### config.mk
export PLATFORM = sky130hd
export DESIGN_NAME = input_buffer_controller
export DESIGN_NICKNAME = d
export VERILOG_FILES = /design/src/rtl/input_buffer_controller.sv
export SDC_FILE = /design/constraint.sdc
export NUM_CORES = 1
export LEC_CHECK = 0
export ABC_AREA = 1
export BUFFER_PORTS_ARGS = -buffer_cell sky130_fd_sc_hd__buf_2
export CAP_MARGIN = 10
export CORE_ASPECT_RATIO = 1.5
export CORE_MARGIN = 4
export CORE_UTILIZATION = 61
export CTS_CLUSTER_SIZE = 20
export DETAILED_ROUTE_END_ITERATION = 16
export GPL_TIMING_DRIVEN = 0
export PLACE_DENSITY = 0.81
export SETUP_SLACK_MARGIN = 0.4
export SLEW_MARGIN = 20
export SYNTH_ARGS = -nofsm -noshare
export SYNTH_HDL_FRONTEND = slang
export SYNTH_SLANG_ARGS = --single-unit
### constraint.sdc
create_clock -name clk -period 5.05 [get_ports clk]
set_clock_uncertainty 0.05 [all_clocks]
set_input_delay 0.505 -clock clk [delete_from_list [all_inputs] [get_ports clk]]
set_output_delay 0.505 -clock clk [all_outputs]
set_load 0.02 [all_outputs]
### src/rtl/input_buffer_controller.sv
// Router input-port receive buffer: zero-idle link capture into a DEPTH-entry FIFO with
// show-ahead valid/ready output. Optional macro INBUF_ALMOST_FULL_EN raises full early by AF_MARGIN.
module input_buffer_controller #(
    parameter  int DATA_WIDTH = 8,
    parameter  int DEPTH      = 4,
    parameter  int AF_MARGIN  = 1,
    localparam int AW         = $clog2(DEPTH)
) (
    input  logic                  clk,
    input  logic                  rst,
    input  logic [DATA_WIDTH-1:0] Data_in,
    output logic                  full,
    output logic [DATA_WIDTH-1:0] Data_out,
    output logic                  valid,
    input  logic                  ready,
    output logic [AW:0]           count
);

    localparam logic [AW:0] DEPTH_CNT = (AW+1)'(DEPTH);

    if (DEPTH < 2 || (DEPTH & (DEPTH - 1)) != 0 || AF_MARGIN < 1 || AF_MARGIN >= DEPTH) begin : g_param_err
        $error("input_buffer_controller: DEPTH must be a power of two >= 2 and AF_MARGIN in 1..DEPTH-1");
    end

`ifdef INBUF_ALMOST_FULL_EN
    localparam logic [AW:0] AF_THRESH = (AW+1)'(DEPTH - AF_MARGIN);
`endif

    logic [DATA_WIDTH-1:0] mem [DEPTH];

    logic [AW-1:0] wr_ptr_q, wr_ptr_d;
    logic [AW-1:0] rd_ptr_q, rd_ptr_d;
    logic [AW:0]   count_q, count_d;
    logic          full_q, full_d;
    logic          valid_q, valid_d;
    logic          wr_gate, wr_acc, rd_acc;

    always_comb begin
`ifdef INBUF_ALMOST_FULL_EN
        // Slots above the threshold still absorb words already in flight upstream.
        wr_gate = 1'b1;
`else
        wr_gate = !full_q;
`endif
        wr_acc   = (Data_in != '0) && (count_q < DEPTH_CNT) && wr_gate;
        rd_acc   = valid_q && ready;
        wr_ptr_d = wr_ptr_q;
        rd_ptr_d = rd_ptr_q;
        count_d  = count_q;
        if (wr_acc) wr_ptr_d = wr_ptr_q + AW'(1);
        if (rd_acc) rd_ptr_d = rd_ptr_q + AW'(1);
        case ({wr_acc, rd_acc})
            2'b10:   count_d = count_q + (AW+1)'(1);
            2'b01:   count_d = count_q - (AW+1)'(1);
            default: count_d = count_q;
        endcase
`ifdef INBUF_ALMOST_FULL_EN
        full_d  = (count_d >= AF_THRESH);
`else
        full_d  = (count_d == DEPTH_CNT);
`endif
        valid_d = (count_d != '0);
    end

    always_ff @(posedge clk) begin
        if (rst) begin
            wr_ptr_q <= '0;
            rd_ptr_q <= '0;
            count_q  <= '0;
            full_q   <= 1'b0;
            valid_q  <= 1'b0;
        end else begin
            wr_ptr_q <= wr_ptr_d;
            rd_ptr_q <= rd_ptr_d;
            count_q  <= count_d;
            full_q   <= full_d;
            valid_q  <= valid_d;
        end
    end

    // Storage is deliberately not reset; count/valid guard every read of it.
    always_ff @(posedge clk) begin
        if (!rst && wr_acc) mem[wr_ptr_q] <= Data_in;
    end

    assign Data_out = valid_q ? mem[rd_ptr_q] : '0;
    assign full     = full_q;
    assign valid    = valid_q;
    assign count    = count_q;

endmodule

# Word-level counts from Yosys, hierarchy flattened
# Memory sizes are Yosys's and may differ from the RTL's. A register that Yosys moved wholly into a read port is not among the register bits.
# Index checks and enable logic that the tools add are counted.
# W data, S select, Z words.
[totals]
mem_count = 1
output_inout_bits = 13
ram_bits = 32
input_bits = 11
reg_bits = 9
wordCells = 28
[mem_list]
columns = ["name", "depth", "width", "read_ports", "rd_clocked_by_memory_dff", "wr", "line", "rtl"]
rows = [
  ["mem", 4, 8, 1, 1, 1, "29", "logic [DATA_WIDTH-1:0] mem [DEPTH];"],
]
[op_classes]
magnitude_cmp = 1
n_reduce_logical = 8
n_eq_ne = 3
add_sub_neg = 4
n_mux = 6
[ops]
columns = ["op", "count"]
rows = [
  ["$mux W8", 1],
  ["$reduce_bool A8 Y1", 1],
  ["$pmux W3 S2", 1],
  ["$add A2 B1 Y2 const B", 2],
  ["$logic_and A1 B1 Y1", 4],
  ["$mux W2", 2],
  ["$add A3 B1 Y3 const B", 1],
  ["$eq A3 B3 Y1 const B", 1],
  ["$lt A3 B3 Y1 const B", 1],
  ["$reduce_bool A3 Y1", 1],
  ["$sub A3 B1 Y3 const B", 1],
  ["$eq A2 B1 Y1 const B", 1],
  ["$eq A2 B2 Y1 const B", 1],
  ["$logic_not A1 Y1", 2],
  ["$mux W1", 2],
]

# Longest topological paths before layout
[depth]
ltp_word = 6
ltp_mapped = 14
mapped_depth_nobuf = 14

# Worst setup path after synthesis
# Ideal clock, no wire load.
[synth_timing]
kind = "input to register"
startpoint = "in Data_in[7]"
endpoint = "reg valid_q, in the netlist valid"
slack_ns = 3.023
path_buffers = 0
arrival_time_ns = 1.860
setup_time_ns = 0.117
cell_stages = 13
required_time_ns = 4.883
cell_sequence = "nor2_1 > nand2_1 > nor2_1 > nor2_2 > inv_1 > ha_1 > inv_1 > fa_1 > nand2_1 > o21ai_1 > nand2_1 > nand2_1 > nand2_1"
[synth_via]
elab_chain_len = 6
elab_cells_between_ends = 7
classes_between = "eq/ne (2); mux (1); reduce/logical (4)"
[synth_lines]
columns = ["item", "line", "rtl"]
rows = [
  ["start: declaration", "11", "input logic [DATA_WIDTH-1:0] Data_in,"],
  ["$reduce_bool A8 Y1 (*)", "45", "wr_acc = (Data_in != '0) && (count_q < DEPTH_CNT) && wr_gate;"],
  ["$logic_and A1 B1 Y1 (*) (2 in a row)", "45", ""],
  ["$eq A2 B1 Y1 / $eq A2 B2 Y1 (equally long branches)", "52", "case ({wr_acc, rd_acc})"],
  ["$pmux W3 S2 (*)", "52", ""],
  ["$reduce_bool A3 Y1 (*)", "62", "valid_d = (count_d != '0);"],
  ["end signal: assignment", "77", "valid_q <= valid_d;"],
  ["end: declaration", "35", "logic valid_q, valid_d;"],
]
# Mark *: on every way between the ends. The rest lies on a longest branch, timed or not.
# A chain may end at the register's enable or synchronous reset.

# Worst setup path after layout
# Same ends and word-level chain as after synthesis.

==> impl_metrics.env <==
export IMPL_outcome="finished, final reports clean"
export IMPL_drtIter0Drc=39
export IMPL_numCtsBuffers=5
export IMPL_routed_via_count=1320
export IMPL_grt_overflow_total=0
export IMPL_syn_cell_area_sq_um=1910
export IMPL_yosysTopAreaCellShare=0.502
export IMPL_antenna_left=0
export IMPL_clkLatencyLatePin_ns=0.29
export IMPL_antenna_found_initial=0
export IMPL_r2r_start="count[2]"
export IMPL_cts_sinks=43
export IMPL_worstPathMaxFanout=5
export IMPL_clk_pin_slew_ns=0.08
export IMPL_grt_first_pass_wirelength_mm=5.74
export IMPL_synth_area_top_cells="edfxtp_1, dfxtp_1, nor2_1"
export IMPL_grt_max_degree=14
export IMPL_r2r_end="valid"
export IMPL_io_pins=24
export IMPL_multi_input_area_sq_um=573
export IMPL_cts_setup_buffers=0
export IMPL_synth_area_per_cell_sq_um=10.4
export IMPL_post_dp_hpwl_mm=2.58
export IMPL_grt_use_total=0.197
export IMPL_core_sq_um=2970
export IMPL_setup_viol=0
export IMPL_drive_gt1_frac=0.242
export IMPL_path_cells="buf_2 -> nor2_1 -> nand2_1 -> nor2_1 -> nor2_2 -> inv_1 -> ha_1 -> inv_1 -> fa_1 -> nand2_1 -> o21ai_1 -> nand2_1 -> nand2_1 -> nand2_1"
export IMPL_fin_crit_ns=2.06
export IMPL_postSynthCellCount=184
export IMPL_synth_cell_type_count=19
export IMPL_tns_ns=0
export IMPL_arrival_ns=2.20
export IMPL_dieArea_sq_um=4120
export IMPL_ys_warn_count=0
export IMPL_reg2reg_setup_slack_ns=3.06
export IMPL_ys_seq_area_frac=0.617
export IMPL_worst_setup_path_type="primary input to flop"
export IMPL_gp_congestion=0.816
export IMPL_crit_path_start_kind="primary input"
export IMPL_timing_hold_violations_final=0
export IMPL_power_w=0.00109
export IMPL_area_growth_synth_to_final_pct=12.9
export IMPL_fin_nets=231
export IMPL_ys_seq_elements=43
export IMPL_vias_per_cell=5.20
export IMPL_postLayoutSetupSlackWorst_ns=2.99
export IMPL_min_from="rst"
export IMPL_finalNonFillerCells=254
export IMPL_cts_resized=0
export IMPL_fin_area_sq_um=2160
export IMPL_ctsLongestPathBuffers=2
export IMPL_rows=24
export IMPL_dieHeight_um=76.6
export IMPL_rsz0062_at_grt="false"
export IMPL_cts_tree="yes"
export IMPL_post_route_period_util=0.408
export IMPL_first_global_vias=1357
export IMPL_reg2regPathDepth=12
export IMPL_cp_required_ns=5.19
export IMPL_max_stage_delay_ns=0.48
export IMPL_hold_class="primary input to flop"
export IMPL_fillers=192
export IMPL_placed_cell_area_sq_um=2080
export IMPL_wl_per_cell_um=13.9
export IMPL_slew_headroom=0.470
export IMPL_io_buffers=23
export IMPL_hold_path_depth=2
export IMPL_p_per_area_nw_per_um2=502
export IMPL_die_x_um=53.7
export IMPL_drt_pass1_iter_count=4
export IMPL_synth_top_area_cell="edfxtp_1"
export IMPL_fmax_mhz=485
export IMPL_cp_slowest_cell="fa_1"
export IMPL_pre_cts_slack_ns=2.67
export IMPL_timing_final_max_slew_violations=0
export IMPL_syn_num_nets=201
export IMPL_maxCapViolCount=0
export IMPL_holdBufCountCts=0
export IMPL_diodes=0
export IMPL_p_leak_nw=0.934
export IMPL_routed_wl_mm=3.54
export IMPL_tightest_slew_ns=0.793
export IMPL_initial_core_util=0.644
export IMPL_hold_end="count[1]"
export IMPL_crit_path_end_kind="flop"
export IMPL_cp_common_cell="nand2_1"
export IMPL_dp_cells=246
export IMPL_ir_worst_vdd_mv=0.355
export IMPL_clockRootBuffer="clkbuf_8"
export IMPL_route_detailed_drc=0
export IMPL_regArea_sq_um=1180
export IMPL_htree_levels=2
export IMPL_critPathLaunch="Data_in[7]"
worst max-delay path: cells and delay by family:
kind	cells	cell delay (ns)
simple gates	8	0.69
buf+inv	3	0.26
fa+ha+maj	2	0.64
compound gates	1	0.11
worst max-delay path by stage:
stage	endpoint	depth (start not counted)
global placement	valid	14
floorplan	valid	13
finish	valid	14
global route	valid	14
CTS	valid	14
detailed placement	valid	14
Yosys cell counts:
cell	n
nor2_1	41
edfxtp_1	32
inv_1	23
nand2_1	17
nor2_2	12
dfxtp_1	11
o21ai_1	11
a21oi_1	8
o21ai_0	6
ha_1	5
nand3_1	4
inv_2	3
buf_12	2
buf_6	2
nor2_4	2
xor2_1	2
fa_1	1
nand2_2	1
nand4_1	1
cell type report:
class | instances | area share
inverters | 26 | 0.0451
well taps | 39 | 0.0226
clock buffers | 6 | 0.0336
flip-flops and latches | 43 | 0.546
clock inverters | 2 | 0.00521
plain buffers | 4 | 0.0289
multi-input cells | 111 | 0.265
repair buffers | 23 | 0.0532
cell families after synthesis:
logic type,share of synthesized area
adders and majority gates,0.0431
DFF,0.617
xor gates and xnor gates,0.00915
AOI/OAI and AO/OA,0.0654
and+or+nand+nor,0.182
buffers and inverters,0.0837
routing by layer:
| metal | vias to the layer above | GRT usage | routed length [um] |
|---|---|---|---|
| li1 | 652 | - | - |
| met1 | 620 | 0.201 | 1280 |
| met2 | 40 | 0.339 | 1990 |
| met3 | 8 | 0.0705 | 209 |
| met4 | 0 | 0.0895 | 62 |
| met5 | - | 0 | 0 |
registers in the layout, indices dropped and copies added (netlist names), named ones only:
name	flops
mem	32
count	3
wr_ptr_q	2
full	1
rd_ptr_q	2
valid	1
stage by stage:
step | utilization | hold slack (ns)
finish | 0.727 | 0.354
global route | 0.727 | 0.349
global placement | 0.699 | 0.433
detailed placement | 0.699 | 0.444
CTS | 0.727 | 0.349
floorplan | - | 0.417
cell usage in the layout, fill, tap and decap left out:
cell | Yosys | routed
nor2_1 | 41 | 41
edfxtp_1 | 32 | 32
inv_1 | 23 | 23
buf_2 | 0 | 23
nand2_1 | 17 | 17
nor2_2 | 12 | 12
o21ai_1 | 11 | 11
dfxtp_1 | 11 | 11
a21oi_1 | 8 | 8
o21ai_0 | 6 | 6
ha_1 | 5 | 5
clkbuf_8 | 0 | 5
nand3_1 | 4 | 4
inv_2 | 3 | 3
buf_6 | 2 | 2
buf_12 | 2 | 2
nor2_4 | 2 | 2
xor2_1 | 2 | 2
nand2_2 | 1 | 1
nand4_1 | 1 | 1
fa_1 | 1 | 1
clkbuf_1 | 0 | 1
inv_4 | 0 | 1
clkinv_2 | 0 | 1
report_power, final:
group	internal (W)	switching, W
Sequential	0.000455	0.0000346
Combinational	0.000131	0.000259
Clock	0.0000969	0.000111
(Power assumes the default switching activity.)
